<file path="config.mk">
export PLATFORM = sky130hd
export DESIGN_NAME = avalon_sync_pipeline_bridge_flat
export DESIGN_NICKNAME = d
export VERILOG_FILES = /design/src/rtl/avalon_sync_pipeline_bridge_if.sv /design/src/rtl/avalon_sync_pipeline_bridge.sv /design/src/flat_wrapper.sv
export SDC_FILE = /design/constraint.sdc
export NUM_CORES = 1
export LEC_CHECK = 0
export ABC_AREA = 1
export BUFFER_PORTS_ARGS = -buffer_cell sky130_fd_sc_hd__buf_4
export CAP_MARGIN = 15
export CORE_ASPECT_RATIO = 0.75
export CORE_MARGIN = 2
export CORE_UTILIZATION = 30
export CTS_BUF_LIST = sky130_fd_sc_hd__clkbuf_8 sky130_fd_sc_hd__clkbuf_16
export DETAILED_ROUTE_END_ITERATION = 16
export GPL_TIMING_DRIVEN = 0
export PLACE_DENSITY = 0.49
export SETUP_SLACK_MARGIN = 0.4
export SLEW_MARGIN = 10
export SYNTH_ARGS = -nofsm -noshare
export SYNTH_HDL_FRONTEND = slang
export SYNTH_SLANG_ARGS = --single-unit
</file>
<file path="constraint.sdc">
create_clock -name clk -period 5.2 [get_ports clk]
set_input_delay 1.04 -clock clk [delete_from_list [all_inputs] [get_ports clk]]
set_output_delay 1.04 -clock clk [all_outputs]
set_load 0.01 [all_outputs]
</file>
<file path="src/rtl/avalon_sync_pipeline_bridge_if.sv">
// Avalon-MM bus bundle. One instance per side of the bridge: the system side carries
// word addresses and the peripheral side carries byte addresses, so AW differs per instance.
interface avalon_sync_pipeline_bridge_if #(
    parameter int DATA_W = 32,
    parameter int AW     = 8
);
    localparam int BE_W = DATA_W / 8;

    logic [AW-1:0]     address;
    logic [BE_W-1:0]   byteenable;
    logic              read;
    logic              write;
    logic [DATA_W-1:0] writedata;
    logic              waitrequest;
    logic [DATA_W-1:0] readdata;
    logic              endofpacket;
    logic              readdatavalid;

    modport master (
        output address, byteenable, read, write, writedata,
        input  waitrequest, readdata, endofpacket, readdatavalid
    );

    modport slave (
        input  address, byteenable, read, write, writedata,
        output waitrequest, readdata, endofpacket, readdatavalid
    );
endinterface

</file>
<file path="src/rtl/avalon_sync_pipeline_bridge.sv">
// Avalon-MM pipeline bridge: show-ahead command FIFO toward the peripheral, response FIFO
// back to the system, and a read-credit counter that keeps the response FIFO from overflowing.
module avalon_sync_pipeline_bridge #(
    parameter int DATA_W      = 32,
    parameter int ADDR_W      = 8,
    parameter int CMD_DEPTH   = 16,
    parameter int RSP_DEPTH   = 16,
    parameter int MAX_PENDING = 8
) (
    input  logic                          clk,
    input  logic                          reset,
    avalon_sync_pipeline_bridge_if.slave  sys,
    avalon_sync_pipeline_bridge_if.master per,
    output logic [7:0]                    pending_reads,
    output logic                          protocol_err
);
    localparam int BE_W = DATA_W / 8;
    localparam int LSB  = $clog2(BE_W);
    localparam int MA_W = ADDR_W + LSB;
    localparam int CW   = $clog2(CMD_DEPTH);
    localparam int RW   = $clog2(RSP_DEPTH);

    logic [DATA_W-1:0] cmd_data [CMD_DEPTH];
    logic [ADDR_W-1:0] cmd_addr [CMD_DEPTH];
    logic [BE_W-1:0]   cmd_be   [CMD_DEPTH];
    logic              cmd_rd   [CMD_DEPTH];
    logic              cmd_wr   [CMD_DEPTH];
    logic [CW-1:0]     cmd_wp, cmd_rp;
    logic [CW:0]       cmd_cnt;
    logic              cmd_full, cmd_empty, cmd_push, cmd_pop, both_err;

    logic [DATA_W-1:0] rsp_data [RSP_DEPTH];
    logic              rsp_eop  [RSP_DEPTH];
    logic [RW-1:0]     rsp_wp, rsp_rp;
    logic [RW:0]       rsp_cnt;
    logic              rsp_full, rsp_push, rsp_pop;

    logic              rd_acc, rsp_spur, rsp_dec;
    logic              vld_p1, eop_p1;
    logic [DATA_W-1:0] data_p1;

    assign cmd_full        = (cmd_cnt == (CW+1)'(CMD_DEPTH));
    assign cmd_empty       = (cmd_cnt == '0);
    assign cmd_push        = !reset && (sys.read || sys.write) && !cmd_full;
    assign both_err        = cmd_push && sys.read && sys.write;
    assign sys.waitrequest = reset || cmd_full;

    // Command FIFO storage; a read+write collision is kept as a write only.
    always_ff @(posedge clk) begin
        if (cmd_push) begin
            cmd_data[cmd_wp] <= sys.writedata;
            cmd_addr[cmd_wp] <= sys.address;
            cmd_be[cmd_wp]   <= sys.byteenable;
            cmd_rd[cmd_wp]   <= sys.read && !sys.write;
            cmd_wr[cmd_wp]   <= sys.write;
        end
    end

    always_ff @(posedge clk) begin
        if (reset) begin
            cmd_wp  <= '0;
            cmd_rp  <= '0;
            cmd_cnt <= '0;
        end else begin
            if (cmd_push) cmd_wp <= cmd_wp + 1'b1;
            if (cmd_pop)  cmd_rp <= cmd_rp + 1'b1;
            case ({cmd_push, cmd_pop})
                2'b10:   cmd_cnt <= cmd_cnt + 1'b1;
                2'b01:   cmd_cnt <= cmd_cnt - 1'b1;
                default: cmd_cnt <= cmd_cnt;
            endcase
        end
    end

    // Master side is the FIFO head, shown combinationally; a credit-starved read blocks everything behind it.
    assign per.read       = !reset && !cmd_empty && cmd_rd[cmd_rp] && (pending_reads < 8'(MAX_PENDING));
    assign per.write      = !reset && !cmd_empty && cmd_wr[cmd_rp];
    assign per.address    = MA_W'(cmd_addr[cmd_rp]) << LSB;
    assign per.byteenable = cmd_be[cmd_rp];
    assign per.writedata  = cmd_data[cmd_rp];
    assign cmd_pop        = (per.read || per.write) && !per.waitrequest;

    assign rd_acc   = per.read && !per.waitrequest;
    assign rsp_spur = per.readdatavalid && (pending_reads == 8'd0);
    assign rsp_dec  = per.readdatavalid && !rsp_spur;

    always_ff @(posedge clk) begin
        if (reset) begin
            pending_reads <= 8'd0;
            protocol_err  <= 1'b0;
        end else begin
            if (rd_acc && !rsp_dec)      pending_reads <= pending_reads + 8'd1;
            else if (!rd_acc && rsp_dec) pending_reads <= pending_reads - 8'd1;
            if (both_err || rsp_spur)    protocol_err  <= 1'b1;
        end
    end

    // Response FIFO: every returning beat is kept, spurious ones included.
    assign rsp_full = (rsp_cnt == (RW+1)'(RSP_DEPTH));
    assign rsp_push = !reset && per.readdatavalid;
    assign rsp_pop  = !reset && (rsp_cnt != '0);

    always_ff @(posedge clk) begin
        if (rsp_push) begin
            rsp_data[rsp_wp] <= per.readdata;
            rsp_eop[rsp_wp]  <= per.endofpacket;
        end
    end

    always_ff @(posedge clk) begin
        if (reset) begin
            rsp_wp  <= '0;
            rsp_rp  <= '0;
            rsp_cnt <= '0;
        end else begin
            if (rsp_push) rsp_wp <= rsp_wp + 1'b1;
            if (rsp_pop)  rsp_rp <= rsp_rp + 1'b1;
            case ({rsp_push, rsp_pop})
                2'b10:   rsp_cnt <= rsp_cnt + 1'b1;
                2'b01:   rsp_cnt <= rsp_cnt - 1'b1;
                default: rsp_cnt <= rsp_cnt;
            endcase
        end
    end

    always_ff @(posedge clk) begin
        if (!reset) assert (!(rsp_push && rsp_full)) else $error("response FIFO overflow");
    end

    // Stage p1: registered slave-side response.
    always_ff @(posedge clk) begin
        if (reset) begin
            vld_p1  <= 1'b0;
            data_p1 <= '0;
            eop_p1  <= 1'b0;
        end else begin
            vld_p1 <= rsp_pop;
            if (rsp_pop) begin
                data_p1 <= rsp_data[rsp_rp];
                eop_p1  <= rsp_eop[rsp_rp];
            end
        end
    end

    assign sys.readdatavalid = vld_p1;
    assign sys.readdata      = data_p1;
    assign sys.endofpacket   = eop_p1;
endmodule

</file>
<file path="src/flat_wrapper.sv">
// flat-port wrapper written by rule: the top's interface ports become plain ports
module avalon_sync_pipeline_bridge_flat 
#(
    parameter int DATA_W      = 32,
    parameter int ADDR_W      = 8,
    parameter int CMD_DEPTH   = 16,
    parameter int RSP_DEPTH   = 16,
    parameter int MAX_PENDING = 8
)
  (clk, reset, pending_reads, protocol_err, sys_address, sys_byteenable, sys_read, sys_write, sys_writedata, sys_waitrequest, sys_readdata, sys_endofpacket, sys_readdatavalid, per_address, per_byteenable, per_read, per_write, per_writedata, per_waitrequest, per_readdata, per_endofpacket, per_readdatavalid);
  avalon_sync_pipeline_bridge_if #(.DATA_W(DATA_W)) sys_i ();
  avalon_sync_pipeline_bridge_if #(.DATA_W(DATA_W)) per_i ();
  input  logic clk;
  input  logic reset;
  output logic [7:0] pending_reads;
  output logic protocol_err;
  input wire logic [$bits(sys_i.address)-1:0] sys_address;
  input wire logic [$bits(sys_i.byteenable)-1:0] sys_byteenable;
  input wire logic [$bits(sys_i.read)-1:0] sys_read;
  input wire logic [$bits(sys_i.write)-1:0] sys_write;
  input wire logic [$bits(sys_i.writedata)-1:0] sys_writedata;
  output wire logic [$bits(sys_i.waitrequest)-1:0] sys_waitrequest;
  output wire logic [$bits(sys_i.readdata)-1:0] sys_readdata;
  output wire logic [$bits(sys_i.endofpacket)-1:0] sys_endofpacket;
  output wire logic [$bits(sys_i.readdatavalid)-1:0] sys_readdatavalid;
  output wire logic [$bits(per_i.address)-1:0] per_address;
  output wire logic [$bits(per_i.byteenable)-1:0] per_byteenable;
  output wire logic [$bits(per_i.read)-1:0] per_read;
  output wire logic [$bits(per_i.write)-1:0] per_write;
  output wire logic [$bits(per_i.writedata)-1:0] per_writedata;
  input wire logic [$bits(per_i.waitrequest)-1:0] per_waitrequest;
  input wire logic [$bits(per_i.readdata)-1:0] per_readdata;
  input wire logic [$bits(per_i.endofpacket)-1:0] per_endofpacket;
  input wire logic [$bits(per_i.readdatavalid)-1:0] per_readdatavalid;
  assign sys_i.address = sys_address;
  assign sys_i.byteenable = sys_byteenable;
  assign sys_i.read = sys_read;
  assign sys_i.write = sys_write;
  assign sys_i.writedata = sys_writedata;
  assign sys_waitrequest = sys_i.waitrequest;
  assign sys_readdata = sys_i.readdata;
  assign sys_endofpacket = sys_i.endofpacket;
  assign sys_readdatavalid = sys_i.readdatavalid;
  assign per_address = per_i.address;
  assign per_byteenable = per_i.byteenable;
  assign per_read = per_i.read;
  assign per_write = per_i.write;
  assign per_writedata = per_i.writedata;
  assign per_i.waitrequest = per_waitrequest;
  assign per_i.readdata = per_readdata;
  assign per_i.endofpacket = per_endofpacket;
  assign per_i.readdatavalid = per_readdatavalid;
  avalon_sync_pipeline_bridge #(.DATA_W(DATA_W), .ADDR_W(ADDR_W), .CMD_DEPTH(CMD_DEPTH), .RSP_DEPTH(RSP_DEPTH), .MAX_PENDING(MAX_PENDING)) u_core (.clk(clk), .reset(reset), .sys(sys_i), .per(per_i), .pending_reads(pending_reads), .protocol_err(protocol_err));
endmodule
</file>
# Word-level counts from Yosys, hierarchy flattened
# Memory sizes are Yosys's and may differ from the RTL's. A register that Yosys moved wholly into a read port is not among the register bits.
# Index checks and enable logic that the tools add are counted.
# Widths: inputs -> output; s select.
# word_totals
output_inout_bits	90
reg_bits	36
mem_count	7
ramBits	1264
inputBits	83
# mem_list
memory	depth	width	read_ports	rd_ports_with_merged_regs	write_ports	line	source
u_core.cmd_data	16	32	1	1	1	avalon_sync_pipeline_bridge.sv:23	logic [DATA_W-1:0] cmd_data [CMD_DEPTH];
u_core.rsp_data	16	32	1	1	1	avalon_sync_pipeline_bridge.sv:32	logic [DATA_W-1:0] rsp_data [RSP_DEPTH];
u_core.cmd_addr	16	8	1	1	1	avalon_sync_pipeline_bridge.sv:24	logic [ADDR_W-1:0] cmd_addr [CMD_DEPTH];
u_core.cmd_be	16	4	1	1	1	avalon_sync_pipeline_bridge.sv:25	logic [BE_W-1:0] cmd_be [CMD_DEPTH];
u_core.cmd_rd	16	1	1	1	1	avalon_sync_pipeline_bridge.sv:26	logic cmd_rd [CMD_DEPTH];
u_core.cmd_wr	16	1	1	1	1	avalon_sync_pipeline_bridge.sv:27	logic cmd_wr [CMD_DEPTH];
1 more memories	--	--	--	--	--	--	
# classes
reduce_logical	35
n_addsub	10
n_lt_le_gt_ge	1
mux	18
eq_ne	5
# op_table
cell	count
$mux 4	10
$pmux 5 s2	2
$logic_and 1x1->1	17
$add 4x1->4 const B	4
$mux 8	2
$add 5x1->5 const B	2
$sub 5x1->5 const B	2
$add 8x1->8 const B	1
$logic_not 1->1	8
$logic_not 8->1	1
$lt 8x4->1 const B	1
$sub 8x1->8 const B	1
$reduce_bool 2->1	3
$eq 5x5->1 const B	1
$logic_not 5->1	1
$reduce_bool 5->1	1
$eq 2x1->1 const B	2
$eq 2x2->1 const B	2
$logic_or 1x1->1	4
$mux 1	4

# Longest topological paths before layout
# Gate-level depths: netlist of the first run.
# depth
word_depth	10
depth_mapped	22
depth_no_buf	21

# Worst setup path after synthesis of the first run
# OpenSTA, ideal clock, no wires.
# synth_timing
kind	in2reg
start	in reset
end	mem u_core.cmd_addr[11][0] (enable)
setup_time_ns	0.445
slack_ns	1.276
arrival_ns	3.479
path_stages	6
required_ns	4.755
path_cell_list	buf_2 -> nor2_1 -> nand2_1 -> nor2_1 -> nand2_1 -> nor2_1
# synth_between
elab_chain_cells	5
# synth_rtl
item	line	source
start: declaration	flat_wrapper.sv:14	input logic reset;
$logic_not 1->1	avalon_sync_pipeline_bridge.sv:44	assign cmd_push = !reset && (sys.read || sys.write) && !cmd_full;
$logic_and 1x1->1 (2 in a row)	avalon_sync_pipeline_bridge.sv:44	
$mux 1	avalon_sync_pipeline_bridge.sv:50	if (cmd_push) begin
$mux 1 (not written as such)	avalon_sync_pipeline_bridge.sv:52	cmd_addr[cmd_wp] <= sys.address;
end: declaration	avalon_sync_pipeline_bridge.sv:24	
# Every way passes these cells.

==> flow_summary.toml, run 1 <==
[detailed_routing]
drtIter0Drc = 4397
routed_wl_microns = 176000
viasPerCell = 5.25
drc = 0
dr.pass1.iters = 5
vias = 34300
wl_per_cell_microns = 27.0
final_antenna_net_count = 0

[final_layout]
fin_cells = 6523
final_common_cell = "edfxtp_1"
final_net_count = 4255
final_cell_mix = "1232 x edfxtp_1, 684 x nor2_1, 601 x o21ai_0"
final_layout_size_suffix_gt1_share_pct = 13.8
design_area_sq_mm = 0.0610
area_growth_pct = 19.2

[logic_synthesis]
seq_area_frac_synth_pct = 75.2
synth_cells = 3785
synth_seq_cells = 1305
synth_edf_count = 1232
syn_area_sq_mm = 0.0511
synth_area_per_cell_sq_um = 13.5
synth_cell_types = 39
yosysWarnings = 0
ys.flop_type = "edfxtp_1"
synthArstFlopShare_pct = 0

[clock_network]
cts.sinks = 1305
cts_hold_buf = 0
clk_latency_ns = 0.78
cts_tree = "yes"
clk_pin_slew_ns = 0.06
h-tree-depth = 4
cts_buffer_depth = 3
cts_root_buf = "clkbuf_16"
cts_made_buffers = 137

[global_route]
antenna_found_initial = 8
grt_max_degree = 24
grt.busiest_layer = "met1"
grt_pass1_wl_microns = 247000
grtUsageMet2_pct = 28.7
grt_usage_pct = 19.8
met3_usage_pct = 3.84
grt_pass1_vias = 32300
overflow = 0
grtUsageMet1_pct = 29.7

[timing]
hold_slack_ns = 0.473
hold_viol_final = 0
setup_viol = 0
fin_crit_ns = 4.61
fmax_mhz = 217
finalClockSkew_ns = 0.0442
rsz0062_at_grt = "no"
tightest_slew_ns = 1.24
finalCritPeriodShare_pct = 88.7
relSlewSlack_pct = 17.1
slew_viol_final = 0

[setup_path]
path_max_fanout = 11
regToRegSetupSlack_ns = 1.34
r2r-end = "u_core.pending_reads[6]"
cp.required_ns = 4.16
rr_worst_depth = 18
cp.arrival_ns = 3.57
criticalPathCategory = "flop to output pin"
endpoint_kind = "output pin"
cp-start-kind = "flop"

[place]
dp.cells = 6266
place_hpwl_microns = 115000
postPlaceCellArea_sq_mm = 0.0566
gp_congestion = 0.823
portBuffers = 167

[floorplanning]
die_h_microns = 361
fp.dieArea_sq_mm = 0.174
core_sq_mm = 0.170
ioPinCount = 173
rows = 131
die_x_microns = 481
start_util_pct = 30.1

[hold_path]
hp-class = "flop to flop"
worstHoldEndpoint = "u_core.rsp_cnt[4]"
min-delay-start = "u_core.rsp_cnt[4]"
holdPathStages = 2

[pwr]
irDropWorstVdd_mv = 0.280
powerDensity_mw_per_mm2 = 470
leakage_uw = 0.0201

[status]
run_status = "complete, no violations"

[run]
drv_cap = 0
## through the flow
| stage | setup WS [ns] | power (uW) | TNS, ns | util (%) |
|---|---|---|---|---|
| after floorplan | 1.28 | 15900 | 0 | - |
| after detailed placement | 0.918 | 19200 | 0 | 33.4 |
| after global routing | 0.464 | 29700 | 0 | 35.9 |
| final | 0.587 | 28600 | 0 | 35.9 |
| after CTS | 0.426 | 28700 | 0 | 35.9 |
| after global placement | -1.80 | 19100 | -1322.47 | 32.5 |
## power breakdown
part | internal [uW] | leakage, uW | switching, uW
logic | 2050 | 0.00615 | 4970
clock network | 5250 | 0.00227 | 4330
registers | 11800 | 0.0117 | 225
total | 19100 | 0.0201 | 9520
## sequential cells by signal, indices dropped and copies added (netlist names), 8 cells and up, named ones only
register	flops
u_core.pending_reads	8
u_core.sys.readdata	32
u_core.rsp_data	512
u_core.cmd_addr	96
u_core.cmd_wr	16
u_core.cmd_data	512
u_core.cmd_rd	16
u_core.rsp_eop	16
u_core.cmd_be	64
## layer usage
layer / vias up / share of wire (%)
met4: 2 / 2.5
met1: 17300 / 46
met3: 255 / 9.0
met5: - / 0.0057
met2: 1639 / 43
li1: 15000 / -
## area by class of cell
cell class	instances	area, sq um
Buffer	268	1370
Antenna cell	5	12.5
Timing Repair Buffer	219	2410
Clock inverter	107	754
Multi-Input combinational cell	2124	11200
Sequential cell	1305	38500
Tap cell	2261	2830
Inverter	89	343
Clock buffer	145	3560
Fill cell	16400	109000
## worst max-delay path by stage
stage	start	to	slack (ns)	cells past startpoint
floorplan	reset	u_core.cmd_addr[11][0]	1.28	6
global placement	sys_write	u_core.cmd_data[3][23]	-1.80	7
detailed placement	reset	u_core.rsp_cnt[4]	0.92	13
CTS	flop	per_writedata[25]	0.43	6
global route	flop	per_writedata[7]	0.46	6
finish	flop	per_writedata[28]	0.59	6
## kinds of logic (layout without fill, tap and decap cells)
logic type | Yosys count | in the layout | share of synthesized area (%)
other cells | 1 | 7 | 0.00734
buf+inv | 357 | 828 | 3.33
flops | 1305 | 1305 | 75.2
xor+xnor | 13 | 13 | 0.223
simple gates | 990 | 990 | 7.65
compound gates | 1091 | 1091 | 12.8
fa+ha+maj | 28 | 28 | 0.729
## synthesized netlist by cell type (4+ instances only)
master / count / share of area, %
buf_4: 18 / 0.26
xnor2_1: 6 / 0.10
edfxtp_1: 1232 / 72
nor2_1: 716 / 5.3
clkbuf_1: 132 / 0.97
o221ai_1: 205 / 3.5
buf_6: 21 / 0.46
nor3_1: 4 / 0.039
inv_1: 82 / 0.60
o21ai_0: 601 / 5.9
o22ai_1: 87 / 1.1
nand2_1: 144 / 1.1
inv_2: 4 / 0.029
a31oi_1: 25 / 0.31
xor2_1: 7 / 0.12
nand3_1: 116 / 1.1
dfxtp_1: 73 / 2.9
buf_2: 85 / 0.83
buf_1: 5 / 0.037
ha_1: 25 / 0.61
a21oi_1: 31 / 0.30
o21ai_1: 66 / 0.65
o211ai_1: 70 / 1.0
clkbuf_2: 6 / 0.059
## critical path, stage by stage (launching register included)
cell	delay [ns]
dfxtp_1	0.33
buf_2	0.36
clkbuf_1	0.68
clkbuf_1	0.78
o211ai_1	0.37
nand2_1	0.16
buf_4	0.13
## what timing repair did
action / in CTS / in global routing
setup buffers: 0 / 0
setup endpoints to repair: 9 / 22
resized for setup: 1 / 11
(Power assumes the default switching activity.)
==> run 2, diff against run 1 <==
ABC_AREA = unset   (was 1)
==> run 2 against run 1 <==
Clock skew shrank 0.0044 ns; worst setup slack improved by 0.065 ns; synthesized cell count fell by 43%; critical path depth is the same; die area shrank 2.8%; final area shrank 1.4%; global-route usage fell by 4.6 points; largest cell class unchanged.
==> flow_summary.toml, run 2 <==
[setup_path]
max_stage_delay_ns = 0.56
cp.arrival_ns = 3.51
slowest_stage = "clkdlybuf4s15_2"
cp-start-kind = "flop"
criticalPathCategory = "flop to output pin"
path_common_cell = "mux4_2"
path_cells = "buf_6 -> clkbuf_2 -> clkdlybuf4s15_2 -> mux4_2 -> mux4_2 -> buf_4"
cp.required_ns = 4.16
endpoint_kind = "output pin"
path_max_fanout = 10

[clock_network]
cts_buffer_depth = 3
h-tree-depth = 4
cts_tree = "yes"
cts_hold_buf = 0
clk_latency_ns = 0.77
cts.sinks = 1305
cts_made_buffers = 136
cts_root_buf = "clkbuf_16"
clk_pin_slew_ns = 0.06

[final_layout]
final_cell_mix = "1232 x edfxtp_1, 382 x mux4_2, 189 x buf_4"
final_layout_size_suffix_gt1_share_pct = 35.4
reg_top3 = "u_core.cmd_data x512, u_core.rsp_data x512, u_core.cmd_addr x96"
final_net_count = 2665
area_growth_pct = 21.0
final_common_cell = "edfxtp_1"
fin_cells = 4897

[pwr]
power_uw = 25700
leakage_uw = 0.0187
irDropWorstVdd_mv = 0.263
powerDensity_mw_per_mm2 = 428

[logic_synthesis]
synth_seq_cells = 1305
synth_cell_types = 41
netlist.area_leader.share_pct = 74.4
synthArstFlopShare_pct = 0
netlist_top_cells_area = "edfxtp_1 74%, mux4_2 17%, dfxtp_1 2.9%"
syn_area_sq_mm = 0.0497
ys.flop_type = "edfxtp_1"
seq_area_frac_synth_pct = 77.4
synth_area_per_cell_sq_um = 23.1
yosysWarnings = 0
synth_cells = 2154
synthTopCellsByCount = "1232 x edfxtp_1, 382 x mux4_2, 88 x nand2_1"
synth_edf_count = 1232
synth_most_common_cell = "edfxtp_1"
yosysTopAreaCell = "edfxtp_1"

[run]
drv_cap = 0

[floorplanning]
ioPinCount = 173
fp.dieArea_sq_mm = 0.169
start_util_pct = 30.2
die_x_microns = 474
die_h_microns = 356
rows = 129
core_sq_mm = 0.165

[hold_path]
hp-class = "flop to flop"
min-delay-start = "u_core.sys.readdata[2]"

[global_route]
grt_usage_pct = 15.2
grt_pass1_vias = 24800
grt_max_degree = 20
overflow = 0
antenna_found_initial = 13
grt_pass1_wl_microns = 182000

[place]
portBuffers = 167
place_hpwl_microns = 82700
gp_congestion = 0.754
dp.cells = 4639
dp_slack_ns = 0.501

[timing]
fmax_mhz = 220
tightest_slew_ns = 1.14
hold_slack_ns = 0.451
relSlewSlack_pct = 24.2
setup_ws_ns = 0.652
finalClockSkew_ns = 0.0398
fin_setup_tns_ns = 0
slew_viol_final = 0
hold_viol_final = 0
setup_viol = 0
rsz0062_at_grt = "no"
fin_crit_ns = 4.55
finalCritPeriodShare_pct = 87.5

[detailed_routing]
drtIter0Drc = 2213
final_antenna_net_count = 0
vias = 23900
routed_wl_microns = 130000
drc = 0
viasPerCell = 4.87
dr.pass1.iters = 5
wl_per_cell_microns = 26.4

[status]
run_status = "complete, no violations"
-- run 2: through the flow --
| step | cell area [sq um] | utilization [%] |
|---|---|---|
| 2_1_floorplan | 49700 | - |
| 3_3_place_gp | 53800 | 32.6 |
| 3_5_place_dp | 55500 | 33.7 |
| 4_1_cts | 60000 | 36.4 |
| 5_1_grt | 60100 | 36.5 |
| 6_report | 60100 | 36.5 |
-- run 2: area by class of cell --
class	count	area, sq um
Fill cell	14900	105000
Sequential cell	1305	38500
Multi-Input combinational cell	722	10800
Clock buffer	143	3540
Timing Repair Buffer	261	2850
Tap cell	2227	2790
Clock inverter	104	922
Buffer	114	662
Inverter	14	52.6
Antenna cell	7	17.5
-- run 2: layer usage --
layer  vias up  share of wire [%]  global-route usage, %
met5         -              0.042                      0
met4         8                2.3                   4.77
li1       9900                  -                      -
met2       728                 48                   24.4
met3       173                5.7                   3.17
met1     13100                 44                   20.8
-- run 2: worst paths after layout --
path,depth (start not counted),endpoint,slack (ns)
min,2,u_core.sys.readdata[2],0.45
min reg2reg,2,u_core.sys.readdata[2],0.45
max,6,per_writedata[24],0.65
max reg2reg,13,u_core.pending_reads[7],1.03
-- run 2: repair_timing --
| action | CTS | global route |
|---|---|---|
| endpoints found under the setup margin | 42 | 0 |
| resized for setup | 17 | 0 |
| setup buffers | 0 | 0 |
-- run 2: power breakdown --
| group | switching [uW] | internal [uW] | total, uW |
|---|---|---|---|
| registers | 140 | 11800 | 11900 |
| logic | 2330 | 1810 | 4140 |
| clock network | 4140 | 5530 | 9670 |
| total | 6610 | 19100 | 25700 |
-- run 2: logic make-up after synthesis --
family	Yosys count	share of synthesized area, %
xor gates and xnor gates	22	0.388
other	1	0.00755
DFF	1305	77.4
muxes	391	17.5
buffers and inverters	128	1.34
AOI/OAI and AO/OA	76	0.866
and+or+nand+nor	203	1.74
adders and majority gates	28	0.750
-- run 2: critical path: cells and delay by family, from the launching register on --
kind	cells	cell delay, ns
flops	1	0.48
mux	2	0.92
buf+inv	4	1.35
